===== config.mk =====
export PLATFORM = sky130hd
export DESIGN_NAME = pwm_audio_out
export DESIGN_NICKNAME = d
export VERILOG_FILES = /design/src/rtl/piano_audio_pkg.sv /design/src/rtl/sample_fifo.sv /design/src/rtl/pwm_audio_out.sv
export SDC_FILE = /design/constraint.sdc
export NUM_CORES = 1
export LEC_CHECK = 0
export CAP_MARGIN = 0
export CORE_AREA = 3 3 98 53
export DETAILED_ROUTE_END_ITERATION = 6
export DIE_AREA = 0 0 101 56
export PLACE_DENSITY = 0.84
export RECOVER_POWER = 50
export REMOVE_ABC_BUFFERS = 1
export SYNTH_ARGS = -nofsm -noshare
export SYNTH_HDL_FRONTEND = slang
export SYNTH_HIERARCHICAL = 1
export SYNTH_SLANG_ARGS = --single-unit
export TNS_END_PERCENT = 20

===== constraint.sdc =====
create_clock -name clk -period 4.8 [get_ports clk]
set_input_delay 0.72 -clock clk [delete_from_list [all_inputs] [get_ports clk]]
set_output_delay 0.72 -clock clk [all_outputs]
set_load 0.01 [all_outputs]

===== src/rtl/piano_audio_pkg.sv =====
// Shared constants and FSM state type for the PWM audio output path.
package piano_audio_pkg;
  localparam int SAMPLE_W_DEF = 8;

  typedef enum logic {
    IDLE = 1'b0,
    RUN  = 1'b1
  } state_e;
endpackage


===== src/rtl/sample_fifo.sv =====
// Synchronous sample FIFO; pointers carry an extra wrap bit so full/empty fall out of their difference.
module sample_fifo #(
  parameter int W     = 8,
  parameter int DEPTH = 4
) (
  input  logic                       clk,
  input  logic                       rst_n,
  input  logic                       wr_en_i,
  input  logic [W-1:0]               wr_data_i,
  input  logic                       rd_en_i,
  output logic [W-1:0]               rd_data_o,
  output logic                       full_o,
  output logic                       empty_o,
  output logic [$clog2(DEPTH):0]     fill_o
);
  localparam int AW = $clog2(DEPTH);

  logic [W-1:0] mem_q [DEPTH];
  logic [AW:0]  wr_ptr_q, wr_ptr_d;
  logic [AW:0]  rd_ptr_q, rd_ptr_d;
  logic         do_wr, do_rd;

  assign fill_o    = wr_ptr_q - rd_ptr_q;
  assign full_o    = (fill_o == (AW+1)'(DEPTH));
  assign empty_o   = (fill_o == '0);
  assign rd_data_o = mem_q[rd_ptr_q[AW-1:0]];

  // Requests against a full/empty FIFO are dropped here, so callers need not gate them.
  assign do_wr = wr_en_i && !full_o;
  assign do_rd = rd_en_i && !empty_o;

  always_comb begin
    wr_ptr_d = wr_ptr_q;
    rd_ptr_d = rd_ptr_q;
    if (do_wr) wr_ptr_d = wr_ptr_q + 1'b1;
    if (do_rd) rd_ptr_d = rd_ptr_q + 1'b1;
  end

  always_ff @(posedge clk or negedge rst_n) begin
    if (!rst_n) begin
      wr_ptr_q <= '0;
      rd_ptr_q <= '0;
    end else begin
      wr_ptr_q <= wr_ptr_d;
      rd_ptr_q <= rd_ptr_d;
    end
  end

  always_ff @(posedge clk) begin
    if (do_wr) mem_q[wr_ptr_q[AW-1:0]] <= wr_data_i;
  end
endmodule


===== src/rtl/pwm_audio_out.sv =====
// Buffers 8-bit samples and plays each as REPEAT periods of 2**SAMPLE_W-clock PWM on a 1-bit pin.
// First sample loads one edge after it lands in an empty FIFO; s_ready drops only when the FIFO is full.
module pwm_audio_out
  import piano_audio_pkg::*;
#(
  parameter int SAMPLE_W   = SAMPLE_W_DEF,
  parameter int FIFO_DEPTH = 4,
  parameter int REPEAT     = 1
) (
  input  logic                          clk,
  input  logic                          rst_n,
  input  logic                          en,
  input  logic [SAMPLE_W-1:0]           s_data,
  input  logic                          s_valid,
  output logic                          s_ready,
  output logic                          pwm_out,
  output logic                          sample_tick,
  output logic                          underrun,
  output logic [$clog2(FIFO_DEPTH):0]   fill
);
  localparam int RW = (REPEAT > 1) ? $clog2(REPEAT) : 1;
  localparam logic [RW-1:0]       REP_LAST = RW'(REPEAT - 1);
  localparam logic [SAMPLE_W-1:0] CNT_MAX  = '1;

  state_e                state_q, state_d;
  logic [SAMPLE_W-1:0]   cnt_q, cnt_d;
  logic [SAMPLE_W-1:0]   duty_q, duty_d;
  logic [RW-1:0]         rep_q, rep_d;
  logic                  tick_q, tick_d;
  logic                  under_q, under_d;
  logic                  pop;
  logic [SAMPLE_W-1:0]   head;
  logic                  fifo_full, fifo_empty;

  sample_fifo #(
    .W     (SAMPLE_W),
    .DEPTH (FIFO_DEPTH)
  ) u_fifo (
    .clk       (clk),
    .rst_n     (rst_n),
    .wr_en_i   (s_valid),
    .wr_data_i (s_data),
    .rd_en_i   (pop),
    .rd_data_o (head),
    .full_o    (fifo_full),
    .empty_o   (fifo_empty),
    .fill_o    (fill)
  );

  assign s_ready     = !fifo_full;
  assign pwm_out     = (state_q == RUN) && (cnt_q < duty_q);
  assign sample_tick = tick_q;
  assign underrun    = under_q;

  always_comb begin
    state_d = state_q;
    cnt_d   = cnt_q;
    duty_d  = duty_q;
    rep_d   = rep_q;
    pop     = 1'b0;
    tick_d  = 1'b0;
    under_d = 1'b0;
    case (state_q)
      IDLE: begin
        cnt_d = '0;
        if (en && !fifo_empty) begin
          pop     = 1'b1;
          duty_d  = head;
          rep_d   = '0;
          tick_d  = 1'b1;
          state_d = RUN;
        end
      end
      RUN: begin
        if (!en) begin
          state_d = IDLE;
          cnt_d   = '0;
        end else begin
          cnt_d = cnt_q + 1'b1;
          // Duty may only change at the period boundary so a period never glitches.
          if (cnt_q == CNT_MAX) begin
            if (rep_q != REP_LAST) begin
              rep_d = rep_q + 1'b1;
            end else begin
              rep_d = '0;
              if (!fifo_empty) begin
                pop    = 1'b1;
                duty_d = head;
                tick_d = 1'b1;
              end else begin
                under_d = 1'b1;
              end
            end
          end
        end
      end
      default: state_d = IDLE;
    endcase
  end

  always_ff @(posedge clk or negedge rst_n) begin
    if (!rst_n) begin
      state_q <= IDLE;
      cnt_q   <= '0;
      duty_q  <= '0;
      rep_q   <= '0;
      tick_q  <= 1'b0;
      under_q <= 1'b0;
    end else begin
      state_q <= state_d;
      cnt_q   <= cnt_d;
      duty_q  <= duty_d;
      rep_q   <= rep_d;
      tick_q  <= tick_d;
      under_q <= under_d;
    end
  end
endmodule


==> impl_metrics.env <==
export IMPL_finalSetupViolations=0
export IMPL_crit_required_ns=4.08
export IMPL_num_io_pins=19
export IMPL_cts_root_buf="clkbuf_8"
export IMPL_gp_congestion=0.7881
export IMPL_drive_above_1_share_pct=12.02
export IMPL_crit_type="flop to output port"
export IMPL_cts_hold_buf=0
export IMPL_post_cts_resized=0
export IMPL_cts_sink_count=57
export IMPL_fin_area_mm2=0.003164
export IMPL_vias=1805
export IMPL_max_slew_worst_pin_slew_ns=1.130
export IMPL_coreArea_mm2=0.004382
export IMPL_status="finished, final reports clean"
export IMPL_rows=17
export IMPL_drc=0
export IMPL_track_usage_pct=20.47
export IMPL_post_dp_cell_area_mm2=0.002980
export IMPL_ys_seq_elements=57
export IMPL_htree_levels=3
export IMPL_drv_cap=0
export IMPL_clkTransAtPathRegs_ns=0.06
export IMPL_cts_made_buffers=9
export IMPL_grt_max_degree=26
export IMPL_drtAntennaViolNets=0
export IMPL_synth_distinct_cells=40
export IMPL_fin_worst_skew_ns=0.006069
export IMPL_critPathArrivalTime_ns=2.81
export IMPL_synth_cells=210
export IMPL_synth_yosys_warnings=6
export IMPL_clock_path_buffers=2
export IMPL_io_buffers=18
export IMPL_min_path_type="flop to flop"
export IMPL_antenna_found_initial=0
export IMPL_area_delta_synth_final_pct=13.87
export IMPL_initial_core_util_pct=63.42
export IMPL_crit_fanout=11
export IMPL_cts_tree="built"
export IMPL_syn_area_mm2=0.002779
export IMPL_power_density_mw_per_mm2=642.9
export IMPL_fmax_mhz=283.4
export IMPL_fin_crit_sh_pct=73.50
export IMPL_synth_seq_area_share_pct=57.09
export IMPL_fin_util_pct=72.22
export IMPL_drt_iter0_markers=75
export IMPL_n_fill_cell=304
export IMPL_end_kind="output port"
export IMPL_drt_total_wl_um=5143
export IMPL_wl_per_cell_um=17.73
export IMPL_clock_latency_ns=0.33
export IMPL_overflow=0
export IMPL_multiInputGateArea_mm2=0.001094
export IMPL_seqCellArea_mm2=0.001587
export IMPL_num_antenna_cells=0
export IMPL_nNetsFinal=256
export IMPL_startpoint_type="flop"
export IMPL_die_w_um=101
export IMPL_via_per_inst=6.224
export IMPL_die_area_mm2=0.005656
export IMPL_relSlewSlack_pct=24.41
export IMPL_p_leak_nw=1.284
export IMPL_vdd_drop_max_uv=562.8
export IMPL_grt_pass1_vias=1830
export IMPL_grt_pass1_wl_um=8756
export IMPL_hold_viol=0
export IMPL_firstDrtPassIters=4
export IMPL_p_total_mw=2.034
export IMPL_drv_slew=0
export IMPL_synth_area_per_cell_um2=13.23
export IMPL_die_h_um=56
export IMPL_setup_tns_ns=0
export IMPL_rsz0062_at_grt="no"
export IMPL_dp_hpwl_um=3610
export IMPL_layout_min_cycle_time_ns=3.528
export IMPL_post_cts_buffers=0
area by class of cell:
type / instances / share of cell area (%)
inverters: 13 / 1.542
well taps: 57 / 2.254
multi-input cells: 130 / 34.56
clock buffers: 9 / 3.915
clock inverters: 6 / 1.898
flip-flops and latches: 57 / 50.14
repair buffers: 18 / 5.694
final timing paths:
check / start / end / slack, ns / cells past startpoint
hold reg to reg: cnt_q[0] / cnt_q[0] / 0.50 / 1
max in group asynchronous: rst_n / sample_tick / 3.06 / 1
setup / recovery: u_fifo/rd_ptr_q[0] / s_ready / 1.27 / 7
hold / removal: cnt_q[0] / cnt_q[0] / 0.50 / 1
setup reg to reg: u_fifo/rd_ptr_q[0] / u_fifo/rd_ptr_q[1] / 1.30 / 8
min in group asynchronous: rst_n / cnt_q[1] / 1.06 / 1
metrics by stage:
stage,hold slack [ns],worst slack (ns),std cells
after global placement,0.4824,1.519,275
after CTS,0.4937,1.253,290
after floorplan,0.4244,1.813,200
final,0.4958,1.272,290
after detailed placement,0.4858,1.340,275
after global routing,0.5287,1.034,290
layer usage:
layer	up-vias	GRT usage [%]	share of wire, %
met4	0	6.818	1.3
met1	892	26.13	45
met5	-	0	0
met2	65	31.90	48
li1	839	-	-
met3	9	8.385	5.6
cells in the mapped netlist (all sizes together):
| cell type | number | area (um^2) |
|---|---|---|
| and4 | 1 | 10.01 |
| xor2 | 3 | 26.28 |
| a21bo | 1 | 10.01 |
| nor2b | 1 | 6.260 |
| edfxtp | 32 | 960.9 |
| xor3 | 1 | 25.02 |
| nand4 | 9 | 71.32 |
| mux4 | 8 | 180.2 |
| a211o | 2 | 17.52 |
| nor4bb | 8 | 80.08 |
| o21ai | 5 | 25.02 |
| ha | 14 | 175.2 |
| inv | 13 | 48.80 |
| o211ai | 9 | 67.56 |
| a21oi | 13 | 65.06 |
| nand2b | 2 | 12.51 |
| nand3 | 13 | 65.06 |
| clkbuf | 4 | 16.26 |
| nor3b | 1 | 7.510 |
| buf | 6 | 33.77 |
| a221oi | 1 | 8.760 |
| xnor2 | 4 | 35.03 |
| nor2 | 6 | 22.52 |
| a211oi | 1 | 7.510 |
| nor3 | 4 | 20.02 |
| dfrtp | 25 | 625.6 |
| mux2 | 2 | 26.27 |
| or3 | 3 | 18.77 |
| and3 | 5 | 31.28 |
| fa | 1 | 20.02 |
| a21o | 1 | 7.510 |
| nand2 | 9 | 33.78 |
| o2111a | 1 | 11.26 |
| and2 | 1 | 6.260 |
layout by cell type, fill, tap and decap left out, drive strengths merged, types with 2 or more instances in the layout:
cell type       n
edfxtp         32
dfrtp          25
ha             14
inv            13
nand3          13
a21oi          13
dlygate4sd3    10
nand2           9
o211ai          9
clkbuf          9
nand4           9
nor4bb          8
clkdlybuf4s50   8
mux4            8
nor2            6
and3            5
o21ai           5
xnor2           4
nor3            4
or3             3
xor2            3
clkinv          3
nand2b          2
clkinvlp        2
a211o           2
mux2            2
worst max-delay path, cell delays in order (launching register included):
cell and delay (ns):
dfrtp_1 0.73, ha_1 0.29, fa_1 0.45, and2_1 0.24, nand2_1 0.14, inv_1 0.05, inv_1 0.05, clkdlybuf4s50_1 0.53
cell families (layout without fill, tap and decap cells):
logic type	Yosys count	count (layout)	synth area share [%]
buffers and inverters	23	46	3.556
flip-flops	57	57	57.09
multiplexers	10	10	7.429
AO/OA/AOI/OAI	34	34	7.924
XOR/XNOR	8	8	3.107
adder cells (fa/ha/maj)	15	15	7.024
AND/OR/NAND/NOR	63	63	13.87
power breakdown:
| group | internal [mW] | leakage [nW] | switching, mW |
|---|---|---|---|
| Combinational | 0.401 | 0.593 | 0.414 |
| Clock | 0.233 | 0.0909 | 0.182 |
| Sequential | 0.669 | 0.601 | 0.135 |
| Total | 1.30 | 1.28 | 0.731 |
registers in the layout (all words and copies together) (netlist names):
register	cells
u_fifo/wr_ptr_q	3
sample_tick	1
duty_q	8
state_q	1
u_fifo/rd_ptr_q	3
cnt_q	8
underrun	1
u_fifo/mem_q	32
(Power assumes the default switching activity.)
